--- src/rtl/line_edit_buffer.sv ---
// line_edit_buffer
//   N_POS-character edit line with a cursor, fed by ASCII key codes over a
//   valid/ready handshake. Supports overwrite, delete-at-cursor, backspace,
//   cursor left/right, enter (emits the line for one cycle) and clear.
//   Each position is also shown as a BCD nibble (4'hF = blank/non-digit).
//
//   Optional feature macro: INSERT_MODE_EN
//     defined   -> tab (0x09) toggles insert mode; digits in insert mode
//                  shift the tail right one char per cycle before writing;
//                  extra output insert_mode.
//     undefined -> overwrite only, tab is an ignored code.
//
// Ports
//   clk, Reset_n          clock (rising edge), async active-low reset
//   key_valid/key_code    ASCII key offer
//   key_ready             key accepted when key_valid & key_ready
//   clear_disp            synchronous clear, beats everything except reset
//   disp_bcd              position i on bits [4i+3:4i], registered
//   cursor_pos            current cursor index, registered
//   line_valid            one-cycle pulse on enter
//   line_data, line_len   raw ASCII line and non-blank count, valid with line_valid
//   insert_mode           (INSERT_MODE_EN only) 1 = insert, 0 = overwrite

// Per-position ASCII -> BCD display cell.
module line_edit_digit (
  input  logic [7:0] ch,
  output logic [3:0] bcd
);
  always_comb begin
    bcd = 4'hF;
    if (ch >= 8'h30 && ch <= 8'h39) bcd = ch[3:0];
  end
endmodule

module line_edit_buffer #(
  parameter int N_POS = 4,
  parameter int CUR_W = $clog2(N_POS)
) (
  input  logic                 clk,
  input  logic                 Reset_n,
  input  logic                 key_valid,
  input  logic [7:0]           key_code,
  output logic                 key_ready,
  input  logic                 clear_disp,
  output logic [4*N_POS-1:0]   disp_bcd,
  output logic [CUR_W-1:0]     cursor_pos,
  output logic                 line_valid,
  output logic [8*N_POS-1:0]   line_data,
  output logic [CUR_W:0]       line_len
`ifdef INSERT_MODE_EN
  ,
  output logic                 insert_mode
`endif
);

  localparam logic [CUR_W-1:0] LAST    = CUR_W'(N_POS - 1);
  localparam logic [7:0]       BLANK   = 8'h20;
  localparam logic [7:0]       K_LEFT  = 8'h02;
  localparam logic [7:0]       K_RIGHT = 8'h06;
  localparam logic [7:0]       K_BS    = 8'h08;
  localparam logic [7:0]       K_ENTER = 8'h0D;
  localparam logic [7:0]       K_DEL   = 8'h7F;
`ifdef INSERT_MODE_EN
  localparam logic [7:0]       K_TAB   = 8'h09;
`endif

  typedef enum logic [1:0] {
    IDLE = 2'd0,
    SHL  = 2'd1,
    EMIT = 2'd2
`ifdef INSERT_MODE_EN
    ,
    SHR  = 2'd3
`endif
  } state_t;

  state_t             state_q, state_d;
  logic [7:0]         buf_q [N_POS];
  logic [7:0]         buf_d [N_POS];
  logic [CUR_W-1:0]   cur_q, cur_d;
  logic [CUR_W-1:0]   idx_q, idx_d, idx_nx;
  logic [4*N_POS-1:0] disp_q, disp_d;
  logic               accept, is_digit;
`ifdef INSERT_MODE_EN
  logic [7:0]         key_q, key_d;
  logic               ins_q, ins_d;
  logic [CUR_W-1:0]   idx_pv;
  assign idx_pv      = idx_q - 1'b1;
  assign insert_mode = ins_q;
`endif

  function automatic logic [CUR_W-1:0] inc_sat(input logic [CUR_W-1:0] c);
    return (c == LAST) ? c : c + 1'b1;
  endfunction

  assign key_ready = (state_q == IDLE) && !clear_disp;
  assign accept    = key_valid && key_ready;
  assign is_digit  = (key_code >= 8'h30) && (key_code <= 8'h39);
  assign idx_nx    = idx_q + 1'b1;

  always_comb begin
    state_d = state_q;
    buf_d   = buf_q;
    cur_d   = cur_q;
    idx_d   = idx_q;
`ifdef INSERT_MODE_EN
    key_d   = key_q;
    ins_d   = ins_q;
`endif
    if (clear_disp) begin
      // Drops any shift or pending key; insert mode survives a clear.
      for (int i = 0; i < N_POS; i++) buf_d[i] = BLANK;
      cur_d   = '0;
      idx_d   = '0;
      state_d = IDLE;
    end else begin
      case (state_q)
        IDLE: if (accept) begin
          if (is_digit) begin
`ifdef INSERT_MODE_EN
            // At the last position there is nothing to shift, so write directly.
            if (ins_q && cur_q != LAST) begin
              key_d   = key_code;
              idx_d   = LAST;
              state_d = SHR;
            end else begin
              buf_d[cur_q] = key_code;
              cur_d        = inc_sat(cur_q);
            end
`else
            buf_d[cur_q] = key_code;
            cur_d        = inc_sat(cur_q);
`endif
          end else begin
            case (key_code)
              K_LEFT:  if (cur_q != '0) cur_d = cur_q - 1'b1;
              K_RIGHT: cur_d = inc_sat(cur_q);
              K_DEL: begin
                idx_d   = cur_q;
                state_d = SHL;
              end
              K_BS: if (cur_q != '0) begin
                cur_d   = cur_q - 1'b1;
                idx_d   = cur_q - 1'b1;
                state_d = SHL;
              end
              K_ENTER: state_d = EMIT;
`ifdef INSERT_MODE_EN
              K_TAB:   ins_d = !ins_q;
`endif
              default: ;
            endcase
          end
        end
        SHL: begin
          if (idx_q == LAST) begin
            buf_d[LAST] = BLANK;
            state_d     = IDLE;
          end else begin
            buf_d[idx_q] = buf_q[idx_nx];
            idx_d        = idx_nx;
          end
        end
`ifdef INSERT_MODE_EN
        SHR: begin
          // The final move (idx = cur+1) also drops the pending key in place.
          buf_d[idx_q] = buf_q[idx_pv];
          if (idx_pv == cur_q) begin
            buf_d[cur_q] = key_q;
            cur_d        = inc_sat(cur_q);
            state_d      = IDLE;
          end else begin
            idx_d = idx_pv;
          end
        end
`endif
        EMIT: begin
          for (int i = 0; i < N_POS; i++) buf_d[i] = BLANK;
          cur_d   = '0;
          state_d = IDLE;
        end
        default: state_d = IDLE;
      endcase
    end
  end

  // Display nibbles are decoded from the next buffer so the registered
  // disp_bcd lines up with the buffer register every cycle.
  for (genvar g = 0; g < N_POS; g++) begin : g_pos
    line_edit_digit u_dig (.ch(buf_d[g]), .bcd(disp_d[4*g +: 4]));
  end

  always_ff @(posedge clk or negedge Reset_n) begin
    if (!Reset_n) begin
      state_q <= IDLE;
      cur_q   <= '0;
      idx_q   <= '0;
      disp_q  <= '1;
      for (int i = 0; i < N_POS; i++) buf_q[i] <= BLANK;
`ifdef INSERT_MODE_EN
      key_q   <= '0;
      ins_q   <= 1'b0;
`endif
    end else begin
      state_q <= state_d;
      cur_q   <= cur_d;
      idx_q   <= idx_d;
      disp_q  <= disp_d;
      buf_q   <= buf_d;
`ifdef INSERT_MODE_EN
      key_q   <= key_d;
      ins_q   <= ins_d;
`endif
    end
  end

  assign disp_bcd   = disp_q;
  assign cursor_pos = cur_q;
  assign line_valid = (state_q == EMIT);

  always_comb begin
    line_data = '0;
    line_len  = '0;
    for (int i = 0; i < N_POS; i++) begin
      line_data[8*i +: 8] = buf_q[i];
      if (buf_q[i] != BLANK) line_len = line_len + 1'b1;
    end
  end

endmodule

--- config.mk ---
export PLATFORM = sky130hd
export DESIGN_NAME = line_edit_buffer
export DESIGN_NICKNAME = d
export VERILOG_FILES = /design/src/rtl/line_edit_buffer.sv
export SDC_FILE = /design/constraint.sdc
export NUM_CORES = 1
export LEC_CHECK = 0
export ABC_AREA = 1
export ABC_CLOCK_PERIOD_IN_PS = 2900
export BUFFER_PORTS_ARGS = -buffer_cell sky130_fd_sc_hd__buf_2
export CORE_UTILIZATION = 58
export CTS_CLUSTER_SIZE = 28
export DETAILED_ROUTE_END_ITERATION = 10
export PLACE_DENSITY = 0.82
export SKIP_LAST_GASP = 1
export SYNTH_ARGS = -nofsm -noshare
export SYNTH_HDL_FRONTEND = slang
export SYNTH_SLANG_ARGS = --single-unit
--- constraint.sdc ---
create_clock -name clk -period 2.9 [get_ports clk]
set_clock_uncertainty 0.05 [all_clocks]
set_input_delay 0.145 -clock clk [delete_from_list [all_inputs] [get_ports clk]]
set_output_delay 0.145 -clock clk [all_outputs]
set_load 0.005 [all_outputs]
After elaboration in Yosys (flattened, before gate mapping)
Index checks and enable logic that the tools add are counted.
{"block": "totals", "register_bits": 54, "latchBits": 0, "ram_bits": 0, "rom_bits": 0, "out_inout_bits": 55, "mem_count": 0}
{"block": "op_classes", "addsub": 6, "n_mul": 0, "div_mod_pow": 0, "n_lt_le_gt_ge": 15, "n_eq_ne": 22, "shifts": 0, "muxes": 43, "bitwise_logic": 3, "n_reduce_logical": 18}
{"operator": "$mux 32", "count": 3}
{"operator": "$pmux 32 s3", "count": 1}
{"operator": "$bwmux 32", "count": 2}
{"operator": "$ge 8x6->1 const B", "count": 5}
{"operator": "$le 8x6->1 const B", "count": 5}
{"operator": "$mux 8", "count": 5}
{"operator": "$demux 8 s2", "count": 2}
{"operator": "$ne 8x6->1 const B", "count": 4}
{"operator": "$mux 2", "count": 14}
{"operator": "$mux 24", "count": 1}
{"operator": "$pmux 2 s2", "count": 5}
{"operator": "$bmux 8 s2", "count": 1}
{"operator": "$eq 8x4->1 const B", "count": 2}
{"operator": "$mux 4", "count": 4}
{"operator": "$ne 3x3->1 const B", "count": 4}
{"operator": "$ne 5x4->1 const B", "count": 2}
{"operator": "$add 3x1->3 const B", "count": 3}
{"operator": "$ge 3x3->1 const B", "count": 3}
{"operator": "$logic_and 1x1->1", "count": 9}
{"operator": "$mux 3", "count": 3}
{"operator": "$not 2->3", "count": 3}
{"operator": "$eq 8x2->1 const B", "count": 1}
{"operator": "$eq 8x3->1 const B", "count": 1}
{"operator": "$eq 8x7->1 const B", "count": 1}
{"operator": "other kinds (18)", "count": 23}

Logic depth before layout (Yosys ltp)
Gate-level depths: netlist (run 1).
{"block": "depth", "word_depth": 13, "depth_mapped": 15}

Cells and area by module
A second synthesis (run 1) with hierarchy kept.
{"block": "hier_totals", "cells_unflattened": 632, "hier_area_um2": 4073.9}
{"mod": "line_edit_buffer", "instances": 1, "cells_per_inst": 576, "area_per_inst_um2": 3818.7}
{"mod": "line_edit_digit", "instances": 4, "cells_per_inst": 14, "area_per_inst_um2": 63.8}

Worst setup path after synthesis (run 1)
OpenSTA, ideal clock, no wires.
{"block": "synth_path", "path_type": "flip-flop to output port", "from": "register buf_q, in the netlist line_data[13]", "to": "output port line_len[1]", "t_arrival_ns": 2.103, "t_required_ns": 2.705, "setup_slack_ns": 0.602, "path_stages_with_launch": 11, "path_buffers": 0, "path_cell_list": "dfstp_2 -> inv_1 -> nor4_1 -> nand2_1 -> inv_1 -> ha_1 -> or2_2 -> nand2_1 -> inv_1 -> ha_1 -> mux2_2"}
{"block": "synth_via", "elab_chain_len": 6}
{"item": "start: declaration", "line": "78", "source": "logic [7:0] buf_q [N_POS];"}
{"item": "start signal: assignment", "line": "209", "source": "buf_q <= buf_d;"}
{"item": "$ne 8x6->1 (*)", "line": "226", "source": "if (buf_q[i] != BLANK) line_len = line_len + 1'b1;"}
{"item": "$mux 3 (*)", "line": "226"}
{"item": "$add 3x1->3", "line": "226"}
{"item": "$mux 3 (*)", "line": "226"}
{"item": "$add 3x1->3", "line": "226"}
{"item": "$mux 3 (*)", "line": "226"}
{"item": "end: declaration", "line": "49", "source": "output logic [CUR_W:0] line_len"}
Mark *: on every way between the ends. The rest lies on a longest branch, timed or not.

Worst setup path after layout (run 1)
{"block": "layout_path", "from": "register buf_q, in the netlist line_data[5]", "to": "output port line_len[1]"}
{"block": "layout_via", "elab_chain_len": 8}
{"item": "$ne 8x6->1 (*)", "line": "226"}
{"item": "$mux 1 (*)", "line": "226"}
{"item": "$add 3x1->3", "line": "226"}
{"item": "$mux 3 (*)", "line": "226"}
{"item": "$add 3x1->3", "line": "226"}
{"item": "$mux 3 (*)", "line": "226"}
{"item": "$add 3x1->3", "line": "226"}
{"item": "$mux 3 (*)", "line": "226"}
Marks and branches as above.

==> results of run 1 <==
## timing repair
action	4_1_cts	5_1_grt
pin swaps	0	6
endpoints found under the setup margin	1	2
gates resized for setup	2	12
hold buffers	1	0
endpoints found under the hold margin	9	0
setup buffers	0	4
## placed cells by master (no fill, tap or decap), drive strengths merged
master and instances:
a21oi 66, clkinvlp 2, a31oi 1, nand3b 4
dlygate4sd3 1, clkbuf 5, o211ai 5, a21boi 2
mux2 1, nand3 58, dfrtp 34, buf 80
o21ai 36, or2 1, ha 11, inv 87
xor2 2, bufinv 1, xnor2 1, nand4 9
dfstp 20, nand2 251, nor2 60, o22ai 1
nor4 8, nor3 2, clkinv 1, o31ai 1
## metrics by stage
| step | utilization, % | TNS, ps | instance area (µm²) | instances | worst slack, ps |
|---|---|---|---|---|---|
| 3_5_place_dp | 65.4 | 0 | 4720 | 837 | 282 |
| 5_1_grt | 68.3 | -3.89 | 4930 | 850 | -3.89 |
| 3_3_place_gp | 65.4 | 0 | 4720 | 837 | 340 |
| 6_report | 68.3 | 0 | 4930 | 850 | 90.9 |
| 4_1_cts | 67.3 | 0 | 4850 | 846 | 8.42 |
| 2_1_floorplan | - | 0 | 4320 | 687 | 602 |
## path summary, 6_finish.rpt
check	startpoint	to	slack (ps)
max reg2reg	idx_q[0]	disp_bcd[8]	490
max in group asynchronous	Reset_n	line_data[9]	1790
min in group asynchronous	Reset_n	state_q[0]	150
max	line_data[5]	line_len[1]	90
min	key_code[3]	state_q[1]	130
min reg2reg	idx_q[1]	idx_q[1]	550
## routing by layer
metal	global-route usage, %	wire length [µm]	vias up
met5	0	0	-
met4	19.6	629	0
met3	6.90	1130	48
met2	59.0	6480	252
met1	47.2	5580	2252
li1	-	-	2315
## logic make-up (layout without fill, tap and decap cells)
logic type,Yosys count,count (layout),synth area share (%)
multiplexers,1,1,0.260
flip-flops,54,54,31.8
AO/OA/AOI/OAI,112,112,13.8
adder cells (fa/ha/maj),11,11,3.18
AND/OR/NAND/NOR,393,393,39.5
XOR/XNOR,3,3,0.608
buffers and inverters,113,177,10.8
## power breakdown
part	internal [mW]	switching, mW
Sequential	0.943	0.219
Combinational	1.17	1.84
Clock	0.257	0.267
## state kept, by name, summed over array words and instances (netlist names)
name,cells
state_q,2
cursor_pos,2
line_data,32
idx_q,2
disp_bcd,16
## cell type report
type | count | area share, %
Multi-Input combinational cell | 520 | 51.3
Sequential cell | 54 | 27.9
Timing Repair Buffer | 81 | 9.17
Inverter | 88 | 6.78
Tap cell | 99 | 2.51
Clock buffer | 5 | 1.40
Clock inverter | 3 | 0.914
## tightest hold or removal path, cell delays in order
cell,delay (ps)
buf_2,120
nand4_1,120
nor4_1,60
==> results.json, run 1 <==
{
  "fmax_mhz": 356,
  "crit_type": "flop to output port",
  "drt_iter0_markers": 509,
  "synth.net_count": 710,
  "critPathMaxStageDelay_ps": 580,
  "holdWs_ps": 126,
  "ir_drop_mv": 0.649,
  "synthTopCellsByCount": "nand2_1, inv_1, a21oi_1",
  "syn_avg_cell_area_um2": 6.29,
  "hp-class": "input port to flop",
  "leakage_nw": 2.76,
  "grt_pass1_vias": 4447,
  "grt_pass1_wl_mm": 22.0,
  "cp.required_ps": 2710,
  "fin_crit_ps": 2810,
  "yosysMostFrequentCell": "nand2_1",
  "clock-root-buffer": "clkbuf_8",
  "worstPathCellList": "inv_4, nor4_4, nand2_1, inv_2, ha_4, or2_4, nand2_4, inv_2, ha_1, mux2_4, buf_6",
  "io-pin-count": 67,
  "ys_seq_area_share_pct": 31.8,
  "worstMarginPinSlew_ps": 723,
  "antenna_found_initial": 0,
  "yosys.area.top_type": "nand2_1",
  "die_x_um": 88.3,
  "synth-seq-cells": 54,
  "synth_cells": 687,
  "crit_slowest_cell": "dfstp_2",
  "drv_cap": 0,
  "dieHeight_um": 88.3,
  "cpMostUsedCell": "inv_2",
  "synth_flop_cell": "dfrtp_1",
  "power_mw": 4.69,
  "synth_edf_count": 0,
  "regArea_mm2": 0.00138,
  "place_hpwl_mm": 9.91,
  "synth_area_mm2": 0.00432,
  "routed_wl_mm": 13.8,
  "hold_depth": 3,
  "nets": 773,
  "htree_levels": 2,
  "finalHoldViolCount": 0,
  "grt_overflow": 0,
  "synth_area_leaders": "nand2_1, dfrtp_1, dfstp_2",
  "area_delta_synth_final_pct": 13.9,
  "max_slew_margin_pct": 51.8,
  "maxSlewViolCount": 0,
  "async_flop_share_pct": 100,
  "route.detailed.drc": 0,
  "routedWlPerCell_um": 16.3,
  "firstDrtPassIters": 6,
  "avgViaCountPerCell": 5.73,
  "grt_max_degree": 46,
  "ant_nets": 0,
  "gp_congestion": 0.964,
  "power_density_mw_per_mm2": 952,
  "die_area_mm2": 0.00780,
  "path_buf_inv": 4,
  "cts_tree": "built",
  "cts_sinks": 54,
  "multi_input_area_mm2": 0.00253,
  "ys_warn_count": 0,
  "vias": 4867,
  "end_kind": "output port",
  "grt_usage_pct": 36.8,
  "worstPathMaxFanout": 4,
  "clk_pin_slew_worst_paths_ps": 100,
  "worst-path-stages": 11,
  "cp_top_family": "simple AND/OR/NAND/NOR gates",
  "layout-drive-gt1-share_pct": 19.7,
  "synthDistinctLibCells": 37,
  "critPathLaunchType": "flop",
  "rr_worst_depth": 12,
  "rows": 31,
  "start_util_pct": 59.9,
  "fillers": 684,
  "clk_latency_ps": 310,
  "yosysTopAreaCellShare_pct": 21.4,
  "insertedDiodeCount": 0,
  "numCtsBuffers": 5,
  "min_period_over_period_pct": 96.9,
  "setup_violations": 0,
  "critPathArrivalTime_ps": 2610,
  "cts_max_path_buffers": 2,
  "core-area_mm2": 0.00721,
  "numPortBuffers": 66,
  "status": "finished, final reports clean"
}
No activity file was read; power rests on OpenSTA's default activity.
==> run 2: changes to the inputs <==
ABC_AREA = default   (was 1)
CORE_UTILIZATION = 56   (was 58)
GPL_TIMING_DRIVEN = 0   (was default)
PLACE_DENSITY = 0.81   (was 0.82)
==> run 2 against run 1 <==
  * Sequential power is 32% lower
  * Core utilization grew 0.83 points
  * Area after synthesis down 16%
  * Via count shrank 28%
  * Register-to-register slack worse by 400 ps
  * Synthesized cell count decreased by 46%
  * Hold slack got worse by 120 ps
  * Worst setup slack improved by 0.95 ps
  * Global-route usage decreased by 1.0 points
  * Highest routed layer unchanged
  * Critical endpoint is now disp_bcd[4]
  * Maximum frequency barely moved
  * Combinational power shrank 89%
==> results.json, run 2 <==
{
  "worstMarginPinSlew_ps": 1200,
  "ir_drop_mv": 0.244,
  "grt_max_degree": 55,
  "io-pin-count": 67,
  "critPathMaxStageDelay_ps": 570,
  "async_flop_share_pct": 100,
  "final_cell_mix": "buf_2, dfrtp_1, nand2_1",
  "worstPathCellList": "buf_4, buf_4, inv_1, ha_4, buf_6, mux4_2, mux2_2, a21oi_1, o221ai_1",
  "route.met3.wl_mm": 1.06,
  "ys_warn_count": 0,
  "end_kind": "flop",
  "ys_seq_area_share_pct": 37.9,
  "worstPathMaxFanout": 10,
  "ant_nets": 0,
  "final_util_pct": 69.1,
  "dieHeight_um": 82.5,
  "synth_area_mm2": 0.00363,
  "yosysMostFrequentCell": "dfrtp_1",
  "status": "finished, final reports clean",
  "die_area_mm2": 0.00681,
  "routed_wl_mm": 11.3,
  "final_common_cell": "buf_2",
  "syn_avg_cell_area_um2": 9.70,
  "cts_tree": "built",
  "yosysTopAreaCellShare_pct": 23.4,
  "max_slew_margin_pct": 19.7,
  "nets": 470,
  "htree_levels": 2,
  "hp-class": "input port to asynchronous set/reset pin",
  "cpMostUsedCell": "buf_4",
  "synth_area_leaders": "dfrtp_1, dfstp_2, mux2i_1",
  "grt_pass1_wl_mm": 17.6,
  "numCtsBuffers": 5,
  "cp.required_ps": 3070,
  "synth.net_count": 397,
  "finalHoldViolCount": 0,
  "numPortBuffers": 64,
  "synthTopCellsByCount": "dfrtp_1, nand2_1, nor2_1",
  "critPathLaunchType": "flop",
  "synth_cells": 374,
  "grt_usage_pct": 35.8,
  "crit_type": "flop to flop",
  "insertedDiodeCount": 0,
  "maxSlewViolCount": 0,
  "fin_crit_ps": 2810,
  "yosys.area.top_type": "dfrtp_1",
  "crit_slowest_cell": "mux4_2",
  "drt_iter0_markers": 495,
  "grt_overflow": 0,
  "synth_flop_cell": "dfrtp_1",
  "gp_congestion": 0.999,
  "antenna_found_initial": 0,
  "clock-root-buffer": "clkbuf_8",
  "final_area_mm2": 0.00421,
  "placed_area_mm2": 0.00404,
  "synth-seq-cells": 54,
  "rows": 28,
  "leakage_nw": 1.83,
  "largest_reg_flops": 32,
  "stdcell_count": 523,
  "start_util_pct": 59.5,
  "routedWlPerCell_um": 21.7,
  "critPathArrivalTime_ps": 2980,
  "met1Wirelength_mm": 4.89,
  "power_mw": 1.54,
  "power_density_mw_per_mm2": 366,
  "setup_violations": 0,
  "cts_max_path_buffers": 2,
  "cts_sinks": 54,
  "route.detailed.drc": 0,
  "topRoutingLayerUsed": "met4",
  "layout-drive-gt1-share_pct": 31.5,
  "place_hpwl_mm": 8.28,
  "dp.cells": 513,
  "clk_pin_slew_worst_paths_ps": 100,
  "min_period_over_period_pct": 96.8,
  "firstDrtPassIters": 6,
  "area_delta_synth_final_pct": 16.1,
  "vias": 3487,
  "clk_latency_ps": 320,
  "avgViaCountPerCell": 6.67,
  "drv_cap": 0,
  "hold_buffers": 0,
  "grt_pass1_vias": 3270,
  "fmax_mhz": 356,
  "core-area_mm2": 0.00610,
  "dr_wl_met2_mm": 5.03,
  "die_x_um": 82.5,
  "synthDistinctLibCells": 67,
  "synth_edf_count": 0
}
==> run 2: timing repair <==
| action | in CTS | in global routing |
|---|---|---|
| buffers inserted | 1 | 1 |
| resized for setup | 8 | 9 |
| pin swaps | 1 | 1 |
| setup endpoints to repair | 23 | 14 |
| gates cloned | 0 | 0 |
==> run 2: layout make-up <==
cell class,instances,area (µm²)
plain buffers,21,101
clock buffers,6,72.6
clock inverters,2,13.8
fillers,495,1880
inverters,21,78.8
multi-input cells,278,2140
flip-flops and latches,54,1380
well taps,75,93.8
repair buffers,66,335
==> run 2: path summary, 6_finish.rpt <==
kind                                    from       endpoint  slack [ps]  cells past startpoint
worst max-delay path                idx_q[0]    disp_bcd[4]          90                      9
worst min-delay path                 Reset_n  cursor_pos[1]           7                      1
worst max register to register      idx_q[0]    disp_bcd[4]          90                      9
worst min register to register  line_data[5]   line_data[5]         540                      2
max in group asynchronous            Reset_n   line_data[3]        2050                      1
min in group clk                   key_valid     state_q[1]         130                      3
==> run 2: kinds of logic after synthesis <==
| family | share of synthesized area, % |
|---|---|
| xor gates and xnor gates | 1.21 |
| and+or+nand+nor | 22.6 |
| AOI/OAI and AO/OA | 18.3 |
| buffers and inverters | 4.62 |
| adders and majority gates | 3.79 |
| muxes | 11.5 |
| DFF | 37.9 |
==> run 2: routing by layer <==
metal	up-vias	global-route usage, %
li1	1538	-
met1	1687	50.3
met2	217	55.0
met3	45	6.48
met4	0	13.1
met5	-	0
==> run 2: per-stage QoR <==
step	setup TNS [ps]	worst slack [ps]	hold slack, ps
after floorplan	0	72.0	-201
after global placement	-5670	-443	369
after detailed placement	-6360	-503	402
after CTS	0	20.9	67.4
after global routing	-23.0	-18.5	138
final	0	91.9	6.64
==> run 2: report_power, final <==
group	internal [mW]	total [mW]	switching, mW
registers	0.770	0.790	0.0206
clock network	0.173	0.429	0.257
logic	0.127	0.322	0.195
total	1.07	1.54	0.472
==> run 2: critical path: cells and delay by family (launching register included) <==
kind	cells	cell delay (ps)
AOI/OAI and AO/OA	2	410
adders and majority gates	1	340
buffers and inverters	4	670
DFF	1	390
muxes	2	860
==> run 3: changes to the inputs <==
SYNTH_HIERARCHICAL = 1   (was default)
==> run 3 against run 2 <==
  * The flow now finishes with violations (negative hold slack)
  * Sequential power is 1% lower
  * Non-clock buffer count is 2 lower
  * Sequential share of layout area increased by 1.7 points
  * Register-to-register slack lost 20 ps
  * Power grew 1.3%
  * Critical path depth grew 2
  * Hold slack lost 8.4 ps
  * Core utilization decreased by 1.5 points
  * Area after synthesis down 4.9%
  * Cell area shrank 5.0%
  * Synthesized cell count down 3.7%
  * Critical path type unchanged
  * Largest power group unchanged
  * Highest routed layer unchanged
==> results.json, run 3 <==
{
  "status": "complete, but fails checks",
  "violations": "negative hold slack",
  "max_slew_margin_pct": 22.9,
  "power_density_mw_per_mm2": 390,
  "grt_pass1_vias": 3209,
  "clock-root-buffer": "clkbuf_8",
  "syn_avg_cell_area_um2": 9.58,
  "final_cell_mix": "buf_2, nand2_1, dfrtp_1",
  "cp-startpoint": "idx_q[0]",
  "leakage_nw": 1.82,
  "synthDistinctLibCells": 53,
  "insertedDiodeCount": 0,
  "final_util_pct": 67.6,
  "layout-drive-gt1-share_pct": 29.2,
  "critPathMaxStageDelay_ps": 550,
  "rr_worst_depth": 11,
  "synth_cells": 360,
  "grt_overflow": 0,
  "fmax_mhz": 353,
  "p_switching_mw": 0.432,
  "cp_top_family": "compound AO/OA/AOI/OAI gates",
  "route.detailed.drc": 0,
  "synth-seq-cells": 54,
  "largest_reg_flops": 32,
  "hold_buffers": 0,
  "r2r-end": "disp_bcd[0]",
  "die_area_mm2": 0.00648,
  "start_util_pct": 58.3,
  "routed_wl_mm": 10.2,
  "synth_flop_cell": "dfrtp_1",
  "worstPathCellList": "clkbuf_8, inv_1, ha_1, buf_6, mux4_2, nand2_1, nand3_1, a31o_2, a32o_1, o21ai_0, nand3b_1",
  "cts_sinks": 54,
  "worst-path-stages": 11,
  "stdcell_count": 506,
  "reg2reg_slack_ps": 70,
  "power_mw": 1.56,
  "path_buf_inv": 3,
  "place_hpwl_mm": 7.55,
  "critPathArrivalTime_ps": 3030,
  "worstMarginPinSlew_ps": 1160,
  "synth_area_mm2": 0.00345,
  "hp-class": "input port to asynchronous set/reset pin",
  "drv_cap": 0,
  "ir_drop_mv": 0.286,
  "holdWs_ps": -1.79,
  "ys_warn_count": 6,
  "die_x_um": 80.5,
  "cts_tree": "built",
  "synth_area_leaders": "dfrtp_1, dfstp_2, nand2_1",
  "final_area_mm2": 0.00401,
  "grt_max_degree": 55,
  "crit_type": "flop to flop",
  "finalHoldViolCount": 6,
  "yosys.area.top_type": "dfrtp_1",
  "grt_usage_pct": 32.9,
  "antenna_found_initial": 0,
  "grt_pass1_wl_mm": 16.1,
  "maxSlewViolCount": 0,
  "avgViaCountPerCell": 6.63,
  "synth.net_count": 384,
  "synthTopCellsByCount": "nand2_1, dfrtp_1, nor2_1",
  "crit_slowest_cell": "mux4_2",
  "worstPathMaxFanout": 10,
  "nets": 454,
  "numCtsBuffers": 5,
  "ant_nets": 0,
  "setup_violations": 0,
  "dieHeight_um": 80.5,
  "yosysTopAreaCellShare_pct": 24.7,
  "ys_seq_area_share_pct": 39.9,
  "rsz0062_at_grt": "yes",
  "cts_max_path_buffers": 2,
  "critPathLaunchType": "flop",
  "gp_congestion": 0.973,
  "clk_pin_slew_worst_paths_ps": 100,
  "sw_frac_of_total_pct": 27.7,
  "drt_iter0_markers": 315,
  "end_kind": "flop",
  "async_flop_share_pct": 100,
  "core-area_mm2": 0.00592,
  "vias": 3355,
  "comb_power_share_pct": 14.8,
  "routedWlPerCell_um": 20.2,
  "reg2reg_from": "idx_q[0]",
  "area_delta_synth_final_pct": 16.1,
  "placed_area_mm2": 0.00385,
  "power.internal_mw": 1.13,
  "htree_levels": 2,
  "yosysMostFrequentCell": "nand2_1",
  "synth_edf_count": 0,
  "numPortBuffers": 62,
  "clkPwrFrac_pct": 35.2,
  "fin_crit_ps": 2830,
  "io-pin-count": 67,
  "dp.cells": 497,
  "rows": 28,
  "firstDrtPassIters": 5,
  "pwr-share-seq_pct": 50.0,
  "final_common_cell": "buf_2",
  "cp.required_ps": 3100,
  "clk_latency_ps": 320,
  "min_period_over_period_pct": 97.7
}
run 3: changes by cell type after synthesis, moves of 6 or more:
cell,delta
nand2_1,+17
nand3_1,+15
a21o_1,+14
a32o_1,+13
mux2i_1,-13
inv_1,-9
o21ai_0,-7
o22ai_1,-7
a2bb2oi_1,-6
mux2_2,-6
run 3: metrics by stage:
step | TNS (ps) | setup WS, ps
after floorplan | 0 | 30.8
after global placement | -2730 | -347
after detailed placement | -4350 | -404
after CTS | 0 | 75.3
after global routing | -14.9 | -14.9
final | 0 | 67.0
run 3: worst max-delay path by stage:
stage | to
after global routing | disp_bcd[0]
after detailed placement | disp_bcd[0]
after CTS | disp_bcd[0]
after floorplan | disp_bcd[0]
after global placement | disp_bcd[0]
final | disp_bcd[0]
run 3: layout make-up:
type                       count  area [µm²]
clock inverter                 2        38.8
fill                         471        1920
clock buffer                   6        82.6
tap                           75        93.8
multi-input combinational    274        1950
buffer                        22         106
inverter                      10        37.5
timing repair buffer          63         318
sequential                    54        1380
run 3: cells by family after synthesis:
family | Yosys count | share of synthesized area (%)
XOR/XNOR | 5 | 1.27
flip-flops | 54 | 39.9
buffers and inverters | 32 | 3.70
AO/OA/AOI/OAI | 91 | 19.6
adder cells (fa/ha/maj) | 12 | 4.35
multiplexers | 16 | 7.65
AND/OR/NAND/NOR | 150 | 23.5
run 3: timing repair:
item,CTS,global route
setup buffers,1,0
setup endpoints to repair,24,4
gates resized for setup,4,2
run 3: metal layers:
layer | vias up | global-route usage, % | share of wire [%]
li1 | 1480 | - | -
met1 | 1602 | 40.7 | 40
met2 | 224 | 52.5 | 46
met3 | 49 | 7.16 | 9.3
met4 | 0 | 19.3 | 5.4
met5 | - | 0 | 0
run 3: power by group through the flow:
stage	clock network [mW]	registers (mW)	logic [mW]
6_report	0.550	0.781	0.231
5_1_grt	0.579	0.783	0.251
4_1_cts	0.548	0.781	0.227
3_5_place_dp	0	0.795	0.225
3_3_place_gp	0	0.793	0.216
2_1_floorplan	0	0.793	0.139
